### config.mk
export PLATFORM = sky130hd
export DESIGN_NAME = count_readout
export DESIGN_NICKNAME = d
export VERILOG_FILES = /design/src/rtl/count_readout_pkg.sv /design/src/rtl/count_readout_period_tick.sv /design/src/rtl/count_readout.sv
export SDC_FILE = /design/constraint.sdc
export NUM_CORES = 1
export LEC_CHECK = 0
export ABC_AREA = 1
export CAP_MARGIN = 20
export CORE_UTILIZATION = 35
export CTS_BUF_LIST = sky130_fd_sc_hd__clkbuf_4
export DETAILED_ROUTE_END_ITERATION = 10
export HOLD_SLACK_MARGIN = 0.06
export SYNTH_ARGS = -nofsm -noshare
export SYNTH_HDL_FRONTEND = slang
export SYNTH_HIERARCHICAL = 1
export SYNTH_SLANG_ARGS = --single-unit
### constraint.sdc
create_clock -name clk -period 2.7 [get_ports clk]
set_input_delay 0.27 -clock clk [delete_from_list [all_inputs] [get_ports clk]]
set_output_delay 0.27 -clock clk [all_outputs]
set_load 0.005 [all_outputs]
### src/rtl/count_readout_pkg.sv
// Shared constants, state type and frame byte selection for the count readout block.
package count_readout_pkg;

    localparam logic [7:0] HDR_BASE  = 8'hA4;
    localparam int         FRAME_LEN = 6;
    localparam int         IDX_W     = $clog2(FRAME_LEN);

    typedef enum logic {
        IDLE = 1'b0,
        SEND = 1'b1
    } state_t;

    // Byte sel of the frame built from a snapshot; the last byte is the XOR check.
    function automatic logic [7:0] frame_byte(
        input logic [31:0]      word,
        input logic             dir,
        input logic [IDX_W-1:0] sel
    );
        logic [7:0] hdr;
        hdr = HDR_BASE | {7'd0, dir};
        case (sel)
            IDX_W'(0): frame_byte = hdr;
            IDX_W'(1): frame_byte = word[31:24];
            IDX_W'(2): frame_byte = word[23:16];
            IDX_W'(3): frame_byte = word[15:8];
            IDX_W'(4): frame_byte = word[7:0];
            IDX_W'(5): frame_byte = hdr ^ word[31:24] ^ word[23:16] ^ word[15:8] ^ word[7:0];
            default:   frame_byte = 8'h00;
        endcase
    endfunction

endpackage

### src/rtl/count_readout_period_tick.sv
// Free-running period counter that emits a one-cycle tick every PERIOD cycles while enabled.
module period_tick
    import count_readout_pkg::*;
#(
    parameter int PERIOD = 256
) (
    input  logic clk,
    input  logic reset,
    input  logic auto_en,
    output logic tick
);

    localparam int CW = (PERIOD > 2) ? $clog2(PERIOD) : 1;
    localparam logic [CW-1:0] LAST = CW'(PERIOD - 1);

    logic [CW-1:0] cnt;

    always_ff @(posedge clk or negedge reset) begin
        if (!reset) begin
            cnt <= '0;
        end else if (!auto_en) begin
            cnt <= '0;
        end else if (cnt == LAST) begin
            cnt <= '0;
        end else begin
            cnt <= cnt + CW'(1);
        end
    end

    assign tick = auto_en && (cnt == LAST);

endmodule

### src/rtl/count_readout.sv
// Snapshots count3/direction on a trigger and streams it as a 6-byte valid/ready frame.
// state | meaning
// IDLE  | no frame in flight, tx_valid low
// SEND  | presenting snapshot byte idx, tx_valid high
module count_readout
    import count_readout_pkg::*;
#(
    parameter int PERIOD = 256
) (
    input  logic        clk,
    input  logic        reset,
    input  logic        direction,
    input  logic [31:0] count3,
    input  logic        snap_req,
    input  logic        auto_en,
    output logic [7:0]  tx_data,
    output logic        tx_valid,
    input  logic        tx_ready,
    output logic        busy,
    output logic        overrun,
    output logic [7:0]  drop_cnt
);

    state_t           state;
    logic [IDX_W-1:0] idx;
    logic [31:0]      snap_word;
    logic             snap_dir;
    logic             tick;
    logic             trig;
    logic             last_xfer;
    logic             accept;
    logic             drop;

    period_tick #(.PERIOD(PERIOD)) u_period_tick (
        .clk     (clk),
        .reset   (reset),
        .auto_en (auto_en),
        .tick    (tick)
    );

    assign trig      = snap_req | tick;
    assign last_xfer = (state == SEND) && tx_ready && (idx == IDX_W'(FRAME_LEN - 1));
    // The slot freed by the final byte transfer can be reused on the same edge.
    assign accept    = trig && ((state == IDLE) || last_xfer);
    assign drop      = trig && !accept;

    always_ff @(posedge clk or negedge reset) begin
        if (!reset) begin
            state     <= IDLE;
            idx       <= '0;
            snap_word <= '0;
            snap_dir  <= 1'b0;
            tx_data   <= 8'h00;
            tx_valid  <= 1'b0;
            busy      <= 1'b0;
            overrun   <= 1'b0;
            drop_cnt  <= 8'h00;
        end else begin
            overrun <= drop;
            if (drop && (drop_cnt != 8'hFF)) begin
                drop_cnt <= drop_cnt + 8'd1;
            end

            if (accept) begin
                state     <= SEND;
                busy      <= 1'b1;
                idx       <= '0;
                snap_word <= count3;
                snap_dir  <= direction;
                tx_valid  <= 1'b1;
                tx_data   <= frame_byte(count3, direction, IDX_W'(0));
            end else if (last_xfer) begin
                state    <= IDLE;
                busy     <= 1'b0;
                idx      <= '0;
                tx_valid <= 1'b0;
            end else if ((state == SEND) && tx_ready) begin
                idx     <= idx + IDX_W'(1);
                tx_data <= frame_byte(snap_word, snap_dir, idx + IDX_W'(1));
            end
        end
    end

endmodule

-- Word-level counts from Yosys, hierarchy flattened
Index checks and enable logic that the tools add are counted.
- bits in registers: 62
- word-level logic and storage cells: 50
- latch bits: 0
- memories kept: 0
- ROM bits: 0
- output and inout port bits: 19
- bits in writable memories: 0
- multiplexer cells: 11
- add/sub/neg operators: 3
- div/mod/pow operators: 0
- reductions and logical operators: 13
- shift-type cells: 0
- eq/ne operators: 9
- magnitude comparators: 0
- bitwise operators: 6
- $mul: 0
- operator list (kind ; count):
    8-bit case mux with 6 select lines ; 1
    8-bit two-way mux ; 5
    8-bit bitwise XOR ; 4
    8-bit by 1-bit adder with 8-bit output (second input constant) ; 2
    3-bit == test (second input constant) ; 3
    3-bit two-way mux ; 3
    8-bit == test (second input constant) ; 1
    8-bit inequality test (second input constant) ; 1
    3-bit by 2-bit == test with 1-bit output (second input constant) ; 2
    1-bit logical AND ; 6
    2-bit nonzero test ; 2
    3-bit by 1-bit adder with 3-bit output (second input constant) ; 1
    3-bit by 1-bit == test with 1-bit output (second input constant) ; 1
    3-bit logical NOT ; 1
    3-bit nonzero test ; 1
    1-bit two-way mux ; 2
    2-bit by 1-bit inequality test with 1-bit output (second input constant) ; 1
    2-bit AND reduction ; 1
    1-bit logical NOT ; 1
    1-bit logical OR ; 1
    1-bit inverter ; 1
    1-bit OR ; 1

-- Longest topological paths before layout
Gate-level depths: netlist (run 1).
- depth in word-level cells: 8
- depth in mapped cells: 13

-- Cells and area by module
Netlist (run 1), hierarchy kept.
- by module, submodules not included (module ; instances ; area an instance (um^2) ; cells each):
    count_readout ; 1 ; 2791.4 ; 351
    period_tick ; 1 ; 406.6 ; 49

-- Least setup slack after synthesis (run 1)
No wires, ideal clock.
- path kind: register -> register
- start point: reg u_period_tick.cnt[0]
- end point: reg drop_cnt[1]
- required time: 2575 ps
- slack: 865 ps
- arrival: 1711 ps
- library setup time: 125 ps
- path buffers: 0
- stages on the path, launching flop included: 11
- path through: dfrtp_1 ha_1 nand2_2 nor2_4 nand3_2 nor2_1 or2_1 inv_2 nor2_1 nand2_2 mux2_2
- word-level cells in the longest chain between the ends: 7
- ends and longest elaborated chain (what ; RTL line ; source):
    from (decl) ; count_readout_period_tick.sv:16 ; logic [CW-1:0] cnt;
    from (signal assigned) ; count_readout_period_tick.sv:26 ; cnt <= cnt + CW'(1);
    8-bit == test * ; count_readout_period_tick.sv:30 ; assign tick = auto_en && (cnt == LAST);
    1-bit logical AND * ; count_readout_period_tick.sv:30 ;
    net tick ; count_readout.sv:28 ; logic tick;
    1-bit OR * ; count_readout.sv:41 ; assign trig = snap_req | tick;
    1-bit logical AND ; count_readout.sv:44 ; assign accept = trig && ((state == IDLE) || last_xfer);
    1-bit logical NOT ; count_readout.sv:45 ; assign drop = trig && !accept;
    1-bit logical AND * ; count_readout.sv:45 ;
    net drop ; count_readout.sv:32 ; logic drop;
    1-bit logical AND * ; count_readout.sv:60 ; if (drop && (drop_cnt != 8'hFF)) begin
    to (signal assigned) ; count_readout.sv:61 ; drop_cnt <= drop_cnt + 8'd1;
    to (decl) ; count_readout.sv:21 ; output logic [7:0] drop_cnt
The timed path passes the listed nets; every way through them passes the cells marked *.
A chain may end at the register's enable or synchronous reset.

-- Final worst setup path (run 1)
- start point: reg u_period_tick.cnt[0]
- end point: reg tx_data[0]
- word-level cells in the longest chain between the ends: 6
- ends and longest elaborated chain (what ; RTL line ; source):
    8-bit == test * ; count_readout_period_tick.sv:30 ;
    1-bit logical AND * ; count_readout_period_tick.sv:30 ;
    net tick ; count_readout.sv:28 ;
    1-bit OR * ; count_readout.sv:41 ;
    1-bit logical AND * ; count_readout.sv:44 ;
    2-bit by 1-bit inequality test with 1-bit output (no source line) or 2-bit nonzero test (tied branches) ; -- ;
    2-bit AND reduction (no source line) ; -- ;
    to (signal assigned) ; count_readout.sv:71 ; tx_data <= frame_byte(count3, direction, IDX_W'(0));
    to (signal assigned) ; count_readout.sv:79 ; tx_data <= frame_byte(snap_word, snap_dir, idx + IDX_W'(1));
    to (decl) ; count_readout.sv:16 ; output logic [7:0] tx_data,
Marked as above.

==> reports/qor.txt, run 1 <==
R2R cell count = 13
Final min period = 2100 ps
Routed Antenna Nets = 0
row count = 34
Top FF cell, synth = dfrtp_1
GR Overflow Total = 0
final instance area = 0.00399 mm2
synthesized cell area = 0.00320 mm2
clk sinks = 62
iteration count of the initial detailed-routing pass = 4
Vias/cell = 4.56
layout net count = 511
Yosys cell types = 28
drt drc = 0
worst min path class = in2async
worst path required time = 2980 ps
routed vias = 2,636
Core ar. = 0.00876 mm2
Synth area leader = dfrtp_1
register bit total from synthesis = 62
post-synth top area share = 0.485
largest net degree at the start of global routing = 34
DIE WIDTH = 97.6 um
WL final = 7.10 mm
maximum clock frequency = 0.476 GHz
clock tree buffer depth = 2
initial DRC count = 68
share of post-route cells with drive strength above 1 = 0.0851
first-pass GRT wire length = 12.4 mm
Power Dens Cells = 998 mW/mm2
Clk pin slew, worst setup/hold paths = 110 ps
initial core utilization = 0.365
Total GRT Usage = 0.163
TNS Setup = 0 ps
Mapped Cells = 400
Root Driver = clkbuf_4
run status = finished, final reports clean
RSZ-0062 raised after global routing = no
Area Growth Syn to Fin = 24.8%
Post-synth ARST share = 1.00
CTS Hold Bufs = 1
Worst-Margin Slew = 683 ps
Worst Skew = 15.3 ps
net count after synthesis = 445
Post-CTS Setup Repair Bufs = 0
Hold Fails Final Rpt = 0
CTS tree = built
# port buffers = 56
initial antenna violation count = 0
H-tree levels = 3
DIE AREA = 0.00952 mm2
Boundary Pins = 57
crit start category = flip-flop
CP Max Fanout = 9
Chip Height = 97.6 um
vias in the first global route = 2,628
Area contributors post-synth = dfrtp_1, nand2_1, xnor2_1
crit path kind = reg2reg
Post-synth EDFFs = 0
Data arrival, critical path = 2380 ps
Fin Hold WS = 352 ps
Rel. slew slack = 0.543
CTS Buf Count = 9
post-CTS sizing = 0
clk_lat worst skew = 390 ps
Synth warnings = 6
max_cap viols = 0
placed instance area = 0.00388 mm2
CP endpoint kind = flip-flop
Diodes inserted = 0
Post-Syn Area per Cell = 8.00 um2
DR WL/cell = 12.3 um
final period utilization = 0.777
sequential area share after synthesis = 0.485
max-slew violations = 0
peak supply drop = 360 uV
Post-DP HPWL = 5.23 mm
RD Place Congestion = 0.778
Pleak = 0.00191 uW
Setup Viol. Count Final = 0
## cell families after synthesis
kind of cell	Yosys count	synth area share
AOI/OAI and AO/OA	24	0.0391
and+or+nand+nor	242	0.316
muxes	2	0.00704
adders and majority gates	7	0.0274
DFF	62	0.485
xor gates and xnor gates	29	0.0794
buffers and inverters	34	0.0462
## placed cells by master, fill, tap and decap left out, drive strengths merged
cell and instances:
o21bai 1, dfrtp 62, dlygate4sd3 1, a21oi 7, nand3 22, nand2 179, xor2 8, nand3b 4
clkdlybuf4s50 55, inv 26, or2 1, nor2 32, clkbuf 9, clkinvlp 1, o21ai 14, ha 7
nor3b 1, mux2 2, clkinv 5, xnor2 21, buf 7, nand4 1, a31oi 2, nor3 2
## state kept, by name, summed over array words and instances (netlist names)
| name | count |
|---|---|
| drop_cnt | 8 |
| snap_dir | 1 |
| u_period_tick/cnt | 8 |
| snap_word | 32 |
| overrun | 1 |
| idx | 3 |
| tx_data | 8 |
| state | 1 |
## power breakdown
| group | total (uW) | switching (uW) | leakage (uW) | internal [uW] |
|---|---|---|---|---|
| Combinational | 1790 | 897 | 0.00108 | 896 |
| Sequential | 1680 | 382 | 0.000773 | 1300 |
| Clock | 507 | 333 | 0.0000564 | 173 |
## final timing paths
check | slack (ps) | startpoint | endpoint
max reg2reg | 600 | u_period_tick/cnt[0] | tx_data[0]
min reg2reg | 500 | u_period_tick/cnt[0] | u_period_tick/cnt[0]
min | 350 | reset | u_period_tick/cnt[7]
max in group asynchronous | 1620 | reset | snap_word[5]
min in group clk | 390 | count3[27] | snap_word[27]
max | 600 | u_period_tick/cnt[0] | tx_data[0]
## routing by layer
layer	GRT usage	vias to the layer above	part of all wire
met5	0	-	0
met4	0.0554	0	0.016
met3	0.0367	10	0.047
met2	0.257	61	0.45
met1	0.221	1191	0.49
li1	-	1374	-
## area by class of cell
| type | instances | area (um2) |
|---|---|---|
| clock inverter | 6 | 30.0 |
| multi-input combinational | 304 | 1500 |
| fill | 890 | 4770 |
| timing repair buffer | 63 | 611 |
| tap | 108 | 135 |
| sequential | 62 | 1550 |
| inverter | 26 | 97.6 |
| clock buffer | 9 | 67.6 |
## metrics by stage
step           worst slack [ps]  utilization  power, uW  std cells
2_1_floorplan               865            -       2860        400
3_3_place_gp                641        0.443       3460        562
3_5_place_dp                587        0.443       3510        562
4_1_cts                     585        0.455       4020        578
5_1_grt                     381        0.455       4350        578
6_report                    601        0.455       3980        578
## cells in the mapped netlist (all sizes together) (2+ instances only)
library cell and n:
nand3b 4, buf 5, mux2 2, o21ai 14, nor3 2, dfrtp 62
nor2 32, nand3 22, ha 7, xnor2 21, clkbuf 3, a31oi 2
a21oi 7, xor2 8, inv 26, nand2 179
## critical path: stages (launching register included)
cell	delay [ps]
dfrtp_1	400
ha_1	190
nand2_2	80
nor2_4	140
nand3_2	90
nor2_1	80
or2_1	150
inv_2	60
o21ai_1	230
nand2_1	200
inv_2	180
nand2_1	60
inv_1	50
a21oi_1	50
No activity file was read; power rests on OpenSTA's default activity.
==> run 2: changes to the inputs <==
Clock period 2.7 ns to 1.82 ns, I/O delays scaled along.
==> reports/qor.txt, run 2 (synthesized netlist as in run 1, its figures left out) <==
largest register by flop count = snap_word
largest net degree at the start of global routing = 63
commonest cells after routing, fill and taps aside = nand2_1, dfrtp_1, clkdlybuf4s50_1, inv_1, nor2_1
crit path kind = reg2reg
Pleak = 0.00205 uW
initial DRC count = 125
final period utilization = 1.01
drt drc = 0
Total GRT Usage = 0.156
Worst Setup Slack, final = -21.1 ps
initial core utilization = 0.365
Worst Skew = 16.6 ps
Boundary Pins = 57
RSZ-0062 raised after global routing = yes
most common cell after layout, fill and taps aside = nand2_1
Fin Hold WS = 288 ps
Critical path origin = u_period_tick/cnt[1]
DIE WIDTH = 97.6 um
share of post-route cells with drive strength above 1 = 0.163
clk sinks = 62
CTS tree = built
row count = 34
Reg2Reg Launch Point = u_period_tick/cnt[1]
clock tree buffer depth = 2
Setup Viol. Count Final = 2
H-tree levels = 3
CP Max Fanout = 9
Data arrival, critical path = 2180 ps
max-slew violations = 0
routed vias = 2,730
Power Dens Cells = 1510 mW/mm2
Core ar. = 0.00876 mm2
Hold Fails Final Rpt = 0
Diodes inserted = 0
vias in the first global route = 2,593
Vias/cell = 4.60
worst min path class = in2reg
HP Start = count3[6]
DR WL/cell = 12.2 um
CP endpoint kind = flip-flop
Worst-Margin Slew = 370 ps
CTS Buf Count = 9
Post-DP HPWL = 4.86 mm
layout net count = 525
GR Overflow Total = 0
Root Driver = clkbuf_4
iteration count of the initial detailed-routing pass = 4
run status = finished with violations
maximum clock frequency = 0.543 GHz
max_cap viols = 0
first-pass GRT wire length = 11.9 mm
failing checks = negative setup slack
crit start category = flip-flop
peak supply drop = 570 uV
final core occ = 0.493
Chip Height = 97.6 um
initial antenna violation count = 0
worst path required time = 2160 ps
Routed Antenna Nets = 0
WL final = 7.21 mm
Area Growth Syn to Fin = 35.1%
DIE AREA = 0.00952 mm2
Clk pin slew, worst setup/hold paths = 110 ps
clk_lat worst skew = 410 ps
RD Place Congestion = 0.783
# port buffers = 56
Largest register FFs = 32
Rel. slew slack = 0.753
Final min period = 1840 ps
## run 2: worst paths after layout
kind	endpoint	slack (ps)	cells after the start
worst min register to register	drop_cnt[7]	520	1
max in group asynchronous	tx_data[4]	1240	3
worst max-delay path	tx_data[0]	-20	13
worst min-delay path	snap_word[6]	290	3
worst max register to register	tx_data[0]	-20	13
min in group asynchronous	snap_word[18]	300	3
## run 2: cell type report
| cell class | count | area [um2] |
|---|---|---|
| Fill cell | 855 | 4440 |
| Multi-Input combinational cell | 304 | 1590 |
| Sequential cell | 62 | 1550 |
| Timing Repair Buffer | 77 | 778 |
| Tap cell | 108 | 135 |
| Inverter | 26 | 108 |
| Clock inverter | 6 | 86.3 |
| Clock buffer | 10 | 75.1 |
## run 2: worst max-delay path, cell delays in order, from the launching register on
cell	delay, ps
dfrtp_1	400
ha_2	200
nand2_2	80
nor2_4	50
nand3_2	60
nor2_1	40
or2_1	240
inv_2	120
nand4_1	120
nand2_2	140
clkinv_4	110
nand2_1	70
inv_1	40
a21oi_1	120
## run 2: through the flow
step	setup slack (ps)	power, uW	cells	instance area (um2)	setup TNS (ps)
6_report	-21.1	6510	593	4320	-23.8
5_1_grt	-163	7060	593	4320	-2090
4_1_cts	-27.0	6470	591	4210	-120
3_5_place_dp	-26.6	5310	574	4010	-108
3_3_place_gp	-7.85	5240	574	4010	-7.85
2_1_floorplan	2.49	4240	400	3200	0
## run 2: metal layers
| metal | GRT usage | share of wire | vias up |
|---|---|---|---|
| met1 | 0.206 | 0.49 | 1253 |
| met5 | 0 | 0 | - |
| li1 | - | - | 1403 |
| met2 | 0.244 | 0.45 | 60 |
| met3 | 0.0417 | 0.043 | 14 |
| met4 | 0.0611 | 0.018 | 0 |
## run 2: repair_timing
item / CTS / global route
cloned: 0 / 1
gates resized for setup: 8 / 30
pin swaps: 1 / 5
hold endpoints to repair: 62 / 0
endpoints found under the setup margin: 11 / 46
hold buffers: 1 / 0
setup buffers: 0 / 1
## run 2: power by group
group	switching (uW)	internal [uW]	leakage (uW)	total [uW]
logic	1410	1500	0.00119	2910
clock network	517	570	0.0000864	1090
registers	578	1930	0.000773	2510
total	2510	4000	0.00205	6510
==> run 3: changes to the inputs <==
Settings changed: ABC_CLOCK_PERIOD_IN_PS from default to 1820, CORE_UTILIZATION 35 to 49, PLACE_DENSITY from default to 0.78, SKIP_CTS_REPAIR_TIMING from default to 1.
==> reports/qor.txt, run 3 (synthesized netlist as in run 1, its figures left out) <==
area of the multi-input gates = 0.00157 mm2
DR WL/cell = 13.0 um
WL final = 7.33 mm
H-tree levels = 3
Hold Fails Final Rpt = 0
most common cell after layout, fill and taps aside = nand2_1
Fillers = 529
initial DRC count = 174
run status = finished with violations
layout net count = 528
Pleak = 0.00206 uW
drt drc = 0
max_cap viols = 0
CP Max Fanout = 4
Largest register FFs = 32
row count = 29
Clk pin slew, worst setup/hold paths = 110 ps
CTS tree = built
Vias/cell = 5.02
placed instance area = 0.00398 mm2
Fin Hold WS = 304 ps
Boundary Pins = 57
Final min period = 1930 ps
RSZ-0062 raised after global routing = yes
CP endpoint kind = flip-flop
register area = 0.00155 mm2
DIE WIDTH = 82.8 um
Diodes inserted = 0
Reg2Reg Launch Point = u_period_tick/cnt[1]
share of post-route cells with drive strength above 1 = 0.143
# port buffers = 56
initial core utilization = 0.507
routed vias = 2,838
Worst Skew = 11.8 ps
Post-DP HPWL = 4.89 mm
hold path cells = 3
clk sinks = 62
max-slew violations = 0
clock tree buffer depth = 2
Data arrival, critical path = 2220 ps
reg2reg setup slack = -110 ps
RD Place Congestion = 0.830
hold endpoint = snap_word[2]
Total GRT Usage = 0.230
GR Overflow Total = 0
vias in the first global route = 2,710
iteration count of the initial detailed-routing pass = 4
HP Start = count3[2]
Worst-Margin Slew = 391 ps
Rel. slew slack = 0.739
clk_lat worst skew = 400 ps
crit path kind = reg2reg
initial antenna violation count = 0
Worst Setup Slack, final = -108 ps
largest net degree at the start of global routing = 63
peak supply drop = 882 uV
commonest cells after routing, fill and taps aside = nand2_1, dfrtp_1, clkdlybuf4s50_1, nor2_1, inv_1
final instance area = 0.00430 mm2
Power Dens Cells = 1550 mW/mm2
top layer in use = met4
Routed Antenna Nets = 0
R2R cell count = 12
Core ar. = 0.00631 mm2
Root Driver = clkbuf_4
CTS Buf Count = 9
met2 wire length = 3.58 mm
Met1 Wirelength = 3.06 mm
reg2reg end = tx_data[4]
Area Growth Syn to Fin = 34.5%
failing checks = negative setup slack
Setup Viol. Count Final = 10
final period utilization = 1.06
met3 WL = 572 um
worst min path class = in2reg
DIE AREA = 0.00685 mm2
largest register by flop count = snap_word
first-pass GRT wire length = 11.7 mm
worst path required time = 2110 ps
maximum clock frequency = 0.519 GHz
Chip Height = 82.8 um
crit start category = flip-flop
[run 3: cell types whose count changed in the layout (fill, tap and decap cells not counted), sizes merged]
cell	before	now
clkinvlp	1	3
clkbuf	11	10
inv	24	25
buf	20	22
clkinv	5	3
bufinv	2	3
[run 3: routing by layer]
metal,global-route usage,up-vias
li1,-,1416
met1,0.277,1309
met2,0.393,97
met3,0.0590,16
met4,0.0879,0
met5,0,-
[run 3: worst max-delay path, stage by stage, from the launching register on]
cell	delay (ps)
dfrtp_1	410
ha_2	200
nand2_2	80
nor2_4	50
nand3_2	60
nor2_1	40
or2_1	240
inv_2	130
nand4_1	160
nand2_4	160
clkinvlp_4	140
nand3_1	100
nand2_1	70
[run 3: cell type report]
cell class	count	share of cell area
clock inverter	7	0.0262
timing repair buffer	79	0.184
multi-input combinational	304	0.365
clock buffer	9	0.0157
sequential	62	0.361
tap	77	0.0224
timing repair inverter	1	0.00175
inverter	26	0.0250
[run 3: worst max-delay path by stage]
stage	slack [ps]	to	cells after the start	startpoint
3_3_place_gp	-20	tx_data[0]	13	u_period_tick/cnt[1]
5_1_grt	-210	tx_data[0]	13	u_period_tick/cnt[1]
2_1_floorplan	2	drop_cnt[1]	10	u_period_tick/cnt[0]
6_report	-110	tx_data[4]	12	u_period_tick/cnt[1]
3_5_place_dp	-80	tx_data[0]	11	idx[0]
4_1_cts	-100	tx_data[0]	11	idx[0]
[run 3: report_power, final]
group	internal [uW]	switching, uW	leakage, uW	total, uW
combinational	1510	1450	0.00120	2960
clock	686	509	0.0000872	1190
sequential	1930	594	0.000773	2530
[run 3: metrics by stage]
stage	TNS [ps]	utilization	power [uW]	std cells	worst slack, ps
4_1_cts	-775	0.658	6580	559	-100
6_report	-665	0.681	6680	565	-108
3_3_place_gp	-30.2	0.630	5210	543	-24.3
2_1_floorplan	0	-	4240	400	2.49
3_5_place_dp	-422	0.630	5350	543	-79.4
5_1_grt	-3290	0.681	7250	565	-211
